--- config.mk ---
export PLATFORM = sky130hd
export DESIGN_NAME = sr_flag_bank
export DESIGN_NICKNAME = d
export VERILOG_FILES = /design/src/rtl/sr_flag_pkg.sv /design/src/rtl/sr_flag_cell.sv /design/src/rtl/sr_flag_bank.sv
export SDC_FILE = /design/constraint.sdc
export NUM_CORES = 1
export LEC_CHECK = 0
export ABC_CLOCK_PERIOD_IN_PS = 7600
export BUFFER_PORTS_ARGS = -buffer_cell sky130_fd_sc_hd__clkbuf_2
export CAP_MARGIN = 20
export CELL_PAD_IN_SITES_DETAIL_PLACEMENT = 1
export CELL_PAD_IN_SITES_GLOBAL_PLACEMENT = 1
export CORE_MARGIN = 2
export CORE_UTILIZATION = 37
export DETAILED_ROUTE_END_ITERATION = 8
export PLACE_DENSITY_LB_ADDON = 0.1
export SYNTH_ARGS = -nofsm -noshare
export SYNTH_HDL_FRONTEND = slang
export SYNTH_SLANG_ARGS = --single-unit
export TNS_END_PERCENT = 5
--- constraint.sdc ---
create_clock -name clk -period 7.6 [get_ports clk]
set_input_delay 0.38 -clock clk [delete_from_list [all_inputs] [get_ports clk]]
set_output_delay 0.38 -clock clk [all_outputs]
set_load 0.005 [all_outputs]
--- src/rtl/sr_flag_pkg.sv ---
// rtl/sr_flag_pkg.sv - shared constants and helpers for the set/reset flag bank
package sr_flag_pkg;

    localparam int PRIO_CLR = 0;
    localparam int PRIO_SET = 1;

    function automatic int clog2(input int value);
        int r;
        r = 0;
        while ((1 << r) < value) begin
            r = r + 1;
        end
        return r;
    endfunction

endpackage

--- src/rtl/sr_flag_cell.sv ---
// rtl/sr_flag_cell.sv - one flag channel: sticky flag, overrun and set-edge detect
module sr_flag_cell
    import sr_flag_pkg::*;
#(
    parameter int SET_DOM  = 0,
    parameter int EDGE_SET = 0
) (
    input  logic clk,
    input  logic rst,
    input  logic set,
    input  logic clr,
    input  logic w1c,
    output logic flag,
    output logic ovr
);

    localparam logic DOM_VAL = (SET_DOM == PRIO_SET);

    logic set_q;
    logic armed;
    logic set_ev;
    logic clr_ev;

    // armed records that set was seen low since reset, so a level held
    // through reset never counts as a rising edge.
    always_comb begin
        set_ev = (EDGE_SET != 0) ? (set & ~set_q & armed) : set;
        clr_ev = clr | w1c;
    end

    always_ff @(posedge clk or posedge rst) begin
        if (rst) begin
            flag  <= 1'b0;
            ovr   <= 1'b0;
            set_q <= 1'b0;
            armed <= 1'b0;
        end else begin
            set_q <= set;
            armed <= armed | ~set;

            if (set_ev && clr_ev) begin
                flag <= DOM_VAL;
            end else if (set_ev) begin
                flag <= 1'b1;
            end else if (clr_ev) begin
                flag <= 1'b0;
            end

            // Software clear beats a same-cycle overrun.
            if (w1c) begin
                ovr <= 1'b0;
            end else if (set_ev && flag && !clr_ev) begin
                ovr <= 1'b1;
            end
        end
    end

endmodule

--- src/rtl/sr_flag_bank.sv ---
// rtl/sr_flag_bank.sv - bank of independent set/reset flags with mask, count and irq
module sr_flag_bank
    import sr_flag_pkg::*;
#(
    parameter int NCH      = 8,
    parameter int SET_DOM  = 0,
    parameter int EDGE_SET = 0
) (
    input  logic                      clk,
    input  logic                      rst,
    input  logic [NCH-1:0]            set,
    input  logic [NCH-1:0]            clr,
    input  logic                      w1c_en,
    input  logic [NCH-1:0]            w1c_data,
    input  logic                      mask_we,
    input  logic [NCH-1:0]            mask_data,
    output logic [NCH-1:0]            flags,
    output logic [NCH-1:0]            ovr,
    output logic [NCH-1:0]            mask,
    output logic [clog2(NCH+1)-1:0]   cnt,
    output logic                      irq
);

    localparam int CW = clog2(NCH + 1);

    logic [NCH-1:0] w1c_vec;

    assign w1c_vec = w1c_data & {NCH{w1c_en}};

    for (genvar i = 0; i < NCH; i++) begin : g_cell
        sr_flag_cell #(
            .SET_DOM  (SET_DOM),
            .EDGE_SET (EDGE_SET)
        ) u_cell (
            .clk  (clk),
            .rst  (rst),
            .set  (set[i]),
            .clr  (clr[i]),
            .w1c  (w1c_vec[i]),
            .flag (flags[i]),
            .ovr  (ovr[i])
        );
    end

    always_ff @(posedge clk or posedge rst) begin
        if (rst) begin
            mask <= '0;
            irq  <= 1'b0;
        end else begin
            if (mask_we) begin
                mask <= mask_data;
            end
            irq <= |(flags & mask);
        end
    end

    always_comb begin
        cnt = '0;
        for (int i = 0; i < NCH; i++) begin
            cnt = cnt + CW'(flags[i]);
        end
    end

endmodule

==> results.py <==
metrics = {
    "setup_path": {
        "timing.rr.end": "g_cell[2].u_cell.ovr",
        "arrival_ns": 3.11,
        "end_kind": "output pin",
        "path_class": "register to output pin",
        "crit_slowest_cell": "fa_1",
        "path_depth": 10,
        "max_stage_delay_ns": 0.56,
        "worstSetupStartpointType": "register",
        "r2r_cells": 2,
        "cp_cell_sequence": "inv_1 > fa_1 > fa_1 > fa_1 > inv_1 > ha_1 > inv_1 > fa_1 > xnor2_1 > clkbuf_2",
        "rrSetupSlack_ns": 6.70,
        "crit_top_cell": "fa_1",
        "r2r_start": "g_cell[2].u_cell.flag",
        "critPathMaxFanout": 5,
        "crit_buf_inv": 4,
        "required_ns": 7.22,
        "cpLargestDelayFamily": "adder cells",
    },
    "min_path": {
        "hp-start": "clr[0]",
        "min_path_type": "primary input to register",
        "hold_end": "g_cell[0].u_cell.flag",
        "whs_path_depth": 2,
    },
    "floorplanning": {
        "rows": 22,
        "die-area_mm2": 0.004217,
        "initial_utilization_pct": 38.10,
        "die_x_um": 64.94,
        "die_h_um": 64.94,
        "core_mm2": 0.003606,
        "io-pin-count": 65,
    },
    "route": {
        "wirelength_um": 2975,
        "first_pass_iters": 4,
        "vias_per_cell": 4.831,
        "drtIter0Drc": 17,
        "vias": 1029,
        "antenna_left": 0,
        "routedWlPerCell_um": 13.97,
        "post-route-drc-count": 0,
    },
    "power_and_ir_drop": {
        "powerDensity_mw_per_mm2": 184.7,
        "ir_drop_uv": 81.93,
        "cellLeakagePower_nw": 0.9272,
    },
    "synth": {
        "synth_seq_area_share_pct": 45.54,
        "ys_warn_count": 0,
        "postSynthAreaPerCell_um2": 12.05,
        "synth_fp_nets": 157,
        "ys_ff_latch": 25,
        "syn-cell-area_mm2": 0.001374,
        "synth_cells": 114,
        "synth.distinct_cells": 18,
    },
    "grt": {
        "grt-ovfl-total": 0,
        "grtUsageMet2_pct": 28.48,
        "antenna_found_initial": 0,
        "grt_usage_pct": 15.35,
        "use_met1_pct": 18.03,
        "grt_pass1_wl_um": 4947,
        "busiest_layer": "met2",
        "grt_max_degree": 26,
        "grt_pass1_vias": 1067,
        "met3_usage_pct": 2.778,
    },
    "final_layout": {
        "diodes": 0,
        "drive_gt1_share_pct": 47.27,
        "mostFrequentLayoutCell": "clkbuf_2",
        "final_cell_mix": "64 x clkbuf_2, 25 x dfrtp_1, 15 x inv_1",
        "final.fill_count": 424,
        "finalNonFillerCells": 213,
        "area_growth_pct": 22.22,
        "fin_nets": 209,
        "fin_area_mm2": 0.001679,
    },
    "placement": {
        "place.gp.congestion": 0.7161,
        "placed_cells": 207,
        "port-buffer-count": 64,
        "dpl.hpwl_um": 2395,
        "placed_area_mm2": 0.001597,
    },
    "sta": {
        "post-route-min-period_ns": 3.487,
        "slew_headroom_pct": 75.52,
        "post-route-period-util_pct": 45.88,
        "finalHoldViolCount": 0,
        "slew_violations": 0,
        "fmax_mhz": 286.8,
        "grt_setup_unrepaired": "no",
        "fin_skew_ns": 0.002791,
        "worstMarginPinSlew_ns": 0.3672,
        "finalSetupTns_ns": 0,
        "setup-violations-final": 0,
    },
    "clock_network": {
        "ctsResizeCount": 0,
        "ctsHtreeMaxLevel": 1,
        "numCtsBuffers": 3,
        "clkTransAtPathRegs_ns": 0.08,
        "clock_latency_ns": 0.26,
        "tritoncts": "done",
        "ctsLongestPathBuffers": 2,
        "clkSinkCount": 25,
        "cts_root_buf": "clkbuf_8",
    },
    "run": {
        "maxCapViolCount": 0,
    },
    "status": {
        "status": "complete, no violations",
    },
}
==> worst reg2reg max path, cell delays in order, from the launching register on <==
cell and delay, ns:
dfrtp_1 0.44, and3b_1 0.21, a2bb2oi_1 0.13
==> per-stage QoR <==
step,power [W],hold WS [ns],util [%],setup WS (ns)
detailed placement,0.0002363,0.5322,44.27,4.375
global route,0.0003325,0.2728,46.56,3.880
floorplan,0.0002075,0.4073,-,4.611
CTS,0.0003150,0.2720,45.52,4.076
finish,0.0003101,0.2782,46.56,4.113
global placement,0.0002332,0.5270,44.27,4.447
==> area by class of cell <==
class / count / area, µm² / area share (%)
inverters: 15 / 56.30 / 3.353
repair buffers: 66 / 357.8 / 21.31
clock buffers: 4 / 45.04 / 2.683
well taps: 48 / 60.06 / 3.577
multi-input cells: 55 / 534.3 / 31.82
flip-flops and latches: 25 / 625.6 / 37.26
==> state kept, by name, summed over array words and instances (netlist names) <==
signal,cells
g_cell.u_cell.flag,8
g_cell.u_cell.ovr,8
irq,1
mask,8
==> Yosys cell counts <==
cell / n / area share (%)
dfrtp_1: 25 / 46
buf_4: 16 / 8.7
inv_1: 15 / 4.1
a2bb2oi_1: 8 / 5.1
and3b_1: 8 / 5.1
mux2_4: 8 / 8.7
nor2_1: 8 / 2.2
a211oi_1: 6 / 3.3
a22oi_1: 4 / 2.2
fa_1: 4 / 5.8
ha_1: 3 / 2.7
a211oi_2: 2 / 1.8
buf_6: 2 / 1.6
a21oi_1: 1 / 0.36
buf_8: 1 / 1.1
nand4_1: 1 / 0.46
nor2b_1: 1 / 0.46
xnor2_1: 1 / 0.64
==> layer usage <==
| metal | vias to the layer above | wire (µm) | share of wire, % |
|---|---|---|---|
| met5 | - | 0 | 0 |
| met4 | 0 | 19 | 0.64 |
| met3 | 2 | 221 | 7.4 |
| met2 | 42 | 1530 | 51 |
| met1 | 507 | 1204 | 40 |
| li1 | 478 | - | - |
==> timing repair <==
action / 4_1_cts / 5_1_grt
hold buffers: 0 / 1
buffers inserted: 0 / 0
endpoints found under the hold margin: 0 / 2
==> power by group <==
part	total (W)	leakage (nW)	internal [W]	switching (W)
clock network	0.0000769	0.0228	0.0000374	0.0000395
registers	0.000155	0.315	0.000145	0.00000992
logic	0.0000784	0.589	0.0000432	0.0000352
==> worst max-delay path by stage <==
stage	start	endpoint	slack, ns
global placement	g_cell[0].u_cell.flag	cnt[1]	4.45
detailed placement	g_cell[0].u_cell.flag	cnt[2]	4.37
floorplan	g_cell[0].u_cell.flag	cnt[1]	4.61
global route	g_cell[0].u_cell.flag	cnt[2]	3.88
finish	g_cell[0].u_cell.flag	cnt[2]	4.11
CTS	g_cell[0].u_cell.flag	cnt[2]	4.08
==> cell families after synthesis <==
| family | count (synthesis) | share of synthesized area [%] |
|---|---|---|
| compound gates | 21 | 12.75 |
| xor+xnor | 1 | 0.6376 |
| fa+ha+maj | 7 | 8.562 |
| buf+inv | 34 | 15.57 |
| flops | 25 | 45.54 |
| mux | 8 | 8.744 |
| simple gates | 18 | 8.198 |
No activity file was read; power rests on OpenSTA's default activity.
